--- src/rtl/button_conditioner.sv ---
// Push-button front end: 2-flop synchronizer + debounce FSM per channel, clear-dominant pulses.
// Define BTN_AUTOREPEAT_EN to add auto-repeat pulses on the count channel while it is held.

module button_debounce #(
  parameter int DEBOUNCE_CYCLES = 500000,
  parameter int CNT_W           = 20,
  parameter bit REPEAT_EN       = 1'b0,
  parameter int REPEAT_DELAY    = 50000000,
  parameter int REPEAT_PERIOD   = 10000000
) (
  input  logic clock,
  input  logic clear_n,
  input  logic btn,
  output logic level,
  output logic pulse
);

  typedef enum logic [1:0] {IDLE, RISE_WAIT, HELD, FALL_WAIT} state_t;

  // The entry sample counts as the first stable one, so the terminal value is two short.
  localparam logic [CNT_W-1:0] CNT_TERM = CNT_W'(DEBOUNCE_CYCLES - 2);
  localparam logic [CNT_W-1:0] CNT_ONE  = CNT_W'(1);

  logic [1:0]       sync_q;
  logic             sync;
  state_t           state_q, state_d;
  logic [CNT_W-1:0] cnt_q, cnt_d;
  logic             level_q, level_d;
  logic             press_d;
  logic             repeat_fire;

  assign sync  = sync_q[1];
  assign level = level_q;

  // NOTE: sequential state uses non-blocking assignments so every flop samples pre-edge values.
  always_ff @(posedge clock or negedge clear_n) begin
    if (!clear_n) begin
      sync_q  <= '0;
      state_q <= IDLE;
      cnt_q   <= '0;
      level_q <= 1'b0;
      pulse   <= 1'b0;
    end else begin
      sync_q  <= {sync_q[0], btn};
      state_q <= state_d;
      cnt_q   <= cnt_d;
      level_q <= level_d;
      pulse   <= press_d | repeat_fire;
    end
  end

  // NOTE: every output of this block gets a default first, so no latch can be inferred.
  always_comb begin
    state_d = state_q;
    cnt_d   = cnt_q;
    level_d = level_q;
    press_d = 1'b0;
    unique case (state_q)
      IDLE: begin
        if (sync) begin
          state_d = RISE_WAIT;
          cnt_d   = '0;
        end
      end
      RISE_WAIT: begin
        if (!sync) begin
          state_d = IDLE;
        end else if (cnt_q == CNT_TERM) begin
          state_d = HELD;
          level_d = 1'b1;
          press_d = 1'b1;
        end else begin
          cnt_d = cnt_q + CNT_ONE;
        end
      end
      HELD: begin
        if (!sync) begin
          state_d = FALL_WAIT;
          cnt_d   = '0;
        end
      end
      FALL_WAIT: begin
        if (sync) begin
          state_d = HELD;
        end else if (cnt_q == CNT_TERM) begin
          state_d = IDLE;
          level_d = 1'b0;
        end else begin
          cnt_d = cnt_q + CNT_ONE;
        end
      end
      default: state_d = IDLE;
    endcase
  end

  if (REPEAT_EN) begin : g_repeat
    localparam logic [CNT_W-1:0] DELAY_TERM  = CNT_W'(REPEAT_DELAY - 1);
    localparam logic [CNT_W-1:0] PERIOD_TERM = CNT_W'(REPEAT_PERIOD - 1);

    logic [CNT_W-1:0] rep_q;
    logic             first_q;
    logic             in_held;

    // Counts from the press pulse; the first interval is REPEAT_DELAY, later ones REPEAT_PERIOD.
    assign in_held     = (state_q == HELD) && sync;
    assign repeat_fire = in_held && (rep_q == (first_q ? DELAY_TERM : PERIOD_TERM));

    always_ff @(posedge clock or negedge clear_n) begin
      if (!clear_n) begin
        rep_q   <= '0;
        first_q <= 1'b1;
      end else if (!in_held) begin
        rep_q   <= '0;
        first_q <= 1'b1;
      end else if (repeat_fire) begin
        rep_q   <= '0;
        first_q <= 1'b0;
      end else begin
        rep_q <= rep_q + CNT_ONE;
      end
    end
  end else begin : g_no_repeat
    assign repeat_fire = 1'b0;
  end

endmodule

module button_conditioner #(
  parameter int DEBOUNCE_CYCLES = 500000,
  parameter int CNT_W           = 20,
  parameter int REPEAT_DELAY    = 50000000,
  parameter int REPEAT_PERIOD   = 10000000
) (
  input  logic clock,
  input  logic clear_n,
  input  logic count_btn_i,
  input  logic clear_btn_i,
  output logic count_o,
  output logic clear_o,
  output logic count_level_o,
  output logic clear_level_o
);

`ifdef BTN_AUTOREPEAT_EN
  localparam bit COUNT_REPEAT = 1'b1;
`else
  localparam bit COUNT_REPEAT = 1'b0;
`endif

  logic count_pulse;

  button_debounce #(
    .DEBOUNCE_CYCLES (DEBOUNCE_CYCLES),
    .CNT_W           (CNT_W),
    .REPEAT_EN       (COUNT_REPEAT),
    .REPEAT_DELAY    (REPEAT_DELAY),
    .REPEAT_PERIOD   (REPEAT_PERIOD)
  ) u_count (
    .clock   (clock),
    .clear_n (clear_n),
    .btn     (count_btn_i),
    .level   (count_level_o),
    .pulse   (count_pulse)
  );

  button_debounce #(
    .DEBOUNCE_CYCLES (DEBOUNCE_CYCLES),
    .CNT_W           (CNT_W),
    .REPEAT_EN       (1'b0),
    .REPEAT_DELAY    (REPEAT_DELAY),
    .REPEAT_PERIOD   (REPEAT_PERIOD)
  ) u_clear (
    .clock   (clock),
    .clear_n (clear_n),
    .btn     (clear_btn_i),
    .level   (clear_level_o),
    .pulse   (clear_o)
  );

  // Clear dominates: a count pulse coinciding with clear activity is dropped, never deferred.
  assign count_o = count_pulse & ~clear_o & ~clear_level_o;

endmodule

--- config.mk ---
export PLATFORM = sky130hd
export DESIGN_NAME = button_conditioner
export DESIGN_NICKNAME = d
export VERILOG_FILES = /design/src/rtl/button_conditioner.sv
export SDC_FILE = /design/constraint.sdc
export NUM_CORES = 1
export LEC_CHECK = 0
export BUFFER_PORTS_ARGS = -buffer_cell sky130_fd_sc_hd__buf_2
export CORE_MARGIN = 10
export CORE_UTILIZATION = 30
export CTS_BUF_LIST = sky130_fd_sc_hd__clkbuf_2
export CTS_CLUSTER_SIZE = 20
export DETAILED_ROUTE_END_ITERATION = 10
export PLACE_DENSITY = 0.46
export SETUP_SLACK_MARGIN = 0.5
export SYNTH_ARGS = -nofsm -noshare
export SYNTH_HDL_FRONTEND = slang
export SYNTH_SLANG_ARGS = --single-unit
--- constraint.sdc ---
create_clock -name clock -period 3.08 [get_ports clock]
set_input_delay 0.308 -clock clock [delete_from_list [all_inputs] [get_ports clock]]
set_output_delay 0.308 -clock clock [all_outputs]
set_load 0.02 [all_outputs]
Word-level counts from Yosys, hierarchy flattened --
Index checks and enable logic that the tools add are counted.
Word-level totals: flip-flop bits (word level) 52, input bits 4, output and inout port bits 4, logic and storage cells 92
Cells by class: add/sub/neg operators 2, equality and inequality tests 24, muxes and demuxes 42, bitwise gates (word level) 4, reduce and logical (&&, ||, !) cells 10
Operators by type and width (count):
- $mux W20 | 10
- $pmux W20 S4 | 2
- $add A20 B1 Y20 const B | 2
- $eq A20 B19 Y1 const B | 2
- $mux W2 | 12
- $ne A2 B1 Y1 const B | 8
- $pmux W2 S4 | 2
- $reduce_and A4 Y1 | 4
- $mux W1 | 14
- $reduce_and A5 Y1 | 2
- $eq A2 B2 Y1 const B | 4
- $ne A2 B2 Y1 const B | 4
- $ne A3 B1 Y1 const B | 2
- $ne A3 B3 Y1 const B | 2
- $eq A2 B1 Y1 const B | 2
- $logic_not A2 Y1 | 2
- $pmux W1 S2 | 2
- $reduce_bool A2 Y1 | 2
- $and A1 B1 Y1 | 2
- $not A1 Y1 | 2

Longest topological paths before layout --
depth after elaboration 4, depth in mapped cells 6, gate-level depth less buffers 6

Cells and area by module --
From an unflattened synthesis, not the netlist that was laid out.
Second synthesis, totals: cells, all modules 303, area, all modules 2955.3 sq um
By module, submodules not included:
- button_debounce | instances 2, cells each 151, area an instance 1471.4 sq um, sequential area each 650.6 sq um
- button_conditioner | instances 1, cells each 1, area an instance 12.5 sq um, sequential area each 0.0 sq um

Worst setup path after synthesis --
No wires, ideal clock.
path type flip-flop to flip-flop, from register u_count.cnt_q[0], to register u_count.level_q (netlist: u_count.level), setup time 70 ps, arrival time 1812 ps, data required time 3010 ps, setup slack 1198 ps, stages on the path, launching flop included 7, buffers on the path 0, period minus slack after synthesis 1882 ps, cells stage by stage dfrtp_1 inv_1 ha_1 or4b_1 or3_1 nor4_1 nand3b_1
Between the ends: cells in the longest elaborated chain, start to end 3, elaborated cells between the ends (all ways) 4, those cells by class eq/ne: 3; reduce/logical: 1
Ends and longest elaborated chain:
- start: declaration | line 27 | logic [CNT_W-1:0] cnt_q, cnt_d;
- start signal: assignment | line 46 | cnt_q <= cnt_d;
- $eq A20 B19 Y1 * | line 68, 85
- $ne A2 B1 Y1 (no line)
- $reduce_and A5 Y1 (no line) *
- end signal: assignment | line 47 | level_q <= level_d;
- end: declaration | line 28 | logic level_q, level_d;
Mark *: on every way between the ends. The rest lies on a longest branch, timed or not. A chain may end at the register's enable or synchronous reset.

Worst setup path in the final report --
Ends and elaborated chain as after synthesis.

==> run metrics <==
# H-tree levels 2; reg2reg path depth 6; Synth area leaders dfrtp_1 (45%), nand2_1 (4.3%), or4_1 (3.7%); R2R Setup Slk 1.00 ns; number of port buffers 7; Die Width 118 um; EDFF count, synth 0; Starting Density 30.9%; Adder-Cell Fraction of Synth Area 1.75%; DRC 0; xor-xnor portion of the synthesized cell area under 10%; Seq/Total Area, Yosys between 40 and 50%; Finished Layout Cells ~450; Max IR drop VDD 0.000207 V; DR iter-0 viols between 150 and 200; share of cells above drive strength 1 about 7.6%; Critical Path Start u_count.cnt_q[0]$_DFFE_PN0P_; Crit path required time 3.47 ns; clk sink count 52; largest family of logic cells by synthesized area simple AND/OR/NAND/NOR gates; diode count 0; DIE AREA 13,900 um^2; Mapped Cells a little over 300; Distinct cells, synth 53; final hold violation count 0; RR Startpoint u_count.cnt_q[0]$_DFFE_PN0P_; CP endpoint u_count.level$_DFFE_PN0P_; Slew Limit Fails 0; RSZ-0062 raised after global routing false; initial antenna violation count 0; global route overflow 0; Layout Nets 325; number of placed I/O pins 8; share of the synthesized area in the top cell type 45.4%; Hold WC Path Type in -> async; Worst Path Class, Setup reg -> reg; largest net degree at the start of global routing 32; Synth Area in Compound Gates about 18%; Std-Cell Rows 35; Post-DRT Antenna Nets 0; min Tclk post-route 2.08 ns; final setup vio count 0; biggest area consumer among synthesized cells dfrtp_1; vias in the first global route 2,307; max-cap check violation count 0; synth warn 0; core area 9280 um^2; WL/cell 15.6 um; global placement routability congestion 0.808; Synth Area in Simple Gates 28.8%; worst setup margin 1.00 ns; CTS max path bufs 2; fmax 0.481 GHz; worst-path fanout max 5; mux cell area share after synthesis under 10%; Worst-path clk slew 0.27 ns; Worst-Skew Late Latency between 0.4 and 0.5 ns; worst slack, placed 1.02 ns; R2R Path End u_count.level$_DFFE_PN0P_; syn avg cell area 9.31 um^2; die height between 100 and 150 um; routed vias 2,441; Layout area overhead 10.6%; Power Density 401 nW/um^2; status complete, no violations; Post-Syn Area 2870 um^2; Syn Nets 316; Clock Tree Root clkbuf_2; Static Leakage 1.27 nW; first-pass GRT wire length 12.2 mm; clk_skew 0.0219 ns; worst slew pin tran 0.697 ns; Rel. slew slack 53.4%; TNS Setup 0 ns; fin crit share about two thirds; Worst Setup End Kind flip-flop; crit path DAT 2.47 ns; Post-Route WL 6.97 mm; Post-CTS Setup Inserts 0; async set-reset flop share out of synthesis 100%; Total Routing Usage GR 10.3%; DPL Wire Length 4.94 mm; Synth Flop Type dfrtp_1; post-synthesis register bit count 52; placed insts 436; vias per cell 5.47; First-pass DRT Iterations 4; TritonCTS clock tree built; critical path startpoint category flip-flop; Inserted Clock Buffers 5
==> registers in the layout, indices dropped and copies added, names as in the netlist, named ones only <==
register	cells
u_clear.cnt_q	20
u_clear.level	1
u_clear.pulse	1
u_clear.state_q	1
u_clear.sync_q	2
u_count.cnt_q	20
u_count.level	1
u_count.pulse	1
u_count.state_q	1
u_count.sync_q	2
==> what timing repair did <==
action                    4_1_cts  5_1_grt
hold endpoints to repair       23        0
gates resized for setup         0        0
hold buffers                    3        0
==> per-stage QoR <==
step                hold WS (ns)  power (mW)  area, um^2  util (%)
floorplan                 0.0124       0.800        2870         -
global placement           0.325       0.837        3060      32.9
detailed placement         0.332       0.838        3060      32.9
CTS                        0.354        1.29        3170      34.2
global route               0.350        1.33        3170      34.2
finish                     0.351        1.27        3170      34.2
==> kinds of logic (layout without fill, tap and decap cells) <==
group           Yosys count  count (layout)
buf+inv                  23              32
fa+ha+maj                 4               4
compound gates           75              75
mux                       3               3
flops                    52              52
xor+xnor                  7               7
simple gates            144             144
==> cells in the final DEF (no fill, tap or decap), types with 3 or more instances in the layout <==
| cell type | count |
|---|---|
| a221o_1 | 5 |
| clkbuf_2 | 5 |
| and2_1 | 6 |
| inv_1 | 9 |
| dfrtp_1 | 52 |
| or4_1 | 14 |
| a21oi_1 | 19 |
| nor2_1 | 14 |
| nor3_1 | 13 |
| o211ai_1 | 7 |
| nand3_1 | 14 |
| dlygate4sd3_1 | 3 |
| nand2_1 | 33 |
| nor4b_1 | 4 |
| a31oi_1 | 5 |
| o21ai_1 | 4 |
| xnor2_1 | 4 |
| nor4_1 | 5 |
| o31ai_1 | 6 |
| o21ai_0 | 11 |
| or3_1 | 4 |
| and3_1 | 3 |
| buf_2 | 7 |
| nand4_1 | 13 |
| ha_1 | 4 |
| buf_4 | 5 |
| and4_1 | 8 |
| a41o_1 | 3 |
==> worst min-delay path by stage <==
stage	to	slack, ns	depth (start not counted)
after CTS	u_clear.cnt_q[19]$_DFFE_PN0P_	0.35	2
final	u_clear.pulse$_DFF_PN0_	0.35	2
after global routing	u_clear.level$_DFFE_PN0P_	0.35	2
after global placement	u_clear.cnt_q[16]$_DFFE_PN0P_	0.32	1
after floorplan	asynchronous set/reset pin	0.01	0
after detailed placement	u_clear.cnt_q[16]$_DFFE_PN0P_	0.33	1
==> area by class of cell <==
cell class	instances	area, um^2
tap	129	161
inverter	10	37.5
sequential	52	1300
multi-input combinational	233	1480
clock inverter	2	60.1
fill	1008	6110
clock buffer	5	25.0
timing repair buffer	15	103
==> worst max-delay path, stage by stage (launching register included) <==
cell	delay (ns)
dfrtp_1	0.48
inv_1	0.09
ha_1	0.14
or4b_1	0.48
or3_1	0.39
nor4_1	0.32
nand3b_1	0.15
==> routing by layer <==
metal	part of all wire, %	track usage [%]
met1	54	15.9
met2	42	14.3
met3	3.3	1.68
met4	1.0	2.78
met5	0	0
==> cells in the mapped netlist (2+ instances only) <==
| master | count |
|---|---|
| o311ai_1 | 2 |
| nor3b_1 | 2 |
| mux2i_1 | 2 |
| o21ai_0 | 11 |
| nand2_1 | 33 |
| or3_1 | 4 |
| o31ai_1 | 6 |
| ha_1 | 4 |
| a221o_1 | 5 |
| nand3b_1 | 2 |
| nor4bb_1 | 2 |
| nor4_1 | 5 |
| or4_1 | 14 |
| clkbuf_1 | 10 |
| nand3_1 | 14 |
| nor2_1 | 14 |
| and4_1 | 8 |
| a21oi_1 | 19 |
| buf_2 | 3 |
| o21ai_1 | 4 |
| a2bb2oi_1 | 2 |
| inv_1 | 9 |
| nor3_1 | 13 |
| o211ai_1 | 7 |
| xnor2_1 | 5 |
| nor4b_1 | 4 |
| dfrtp_1 | 52 |
| a41o_1 | 3 |
| a31oi_1 | 5 |
| nand4_1 | 13 |
| and2_1 | 6 |
| xor2_1 | 2 |
| and3_1 | 3 |
==> where the power goes <==
group	internal [mW]	total, mW	switching, mW	leakage (nW)
registers	0.704	0.740	0.0360	0.708
logic	0.0340	0.0887	0.0547	0.516
clock network	0.214	0.443	0.229	0.0490
No activity file was read; power rests on OpenSTA's default activity.
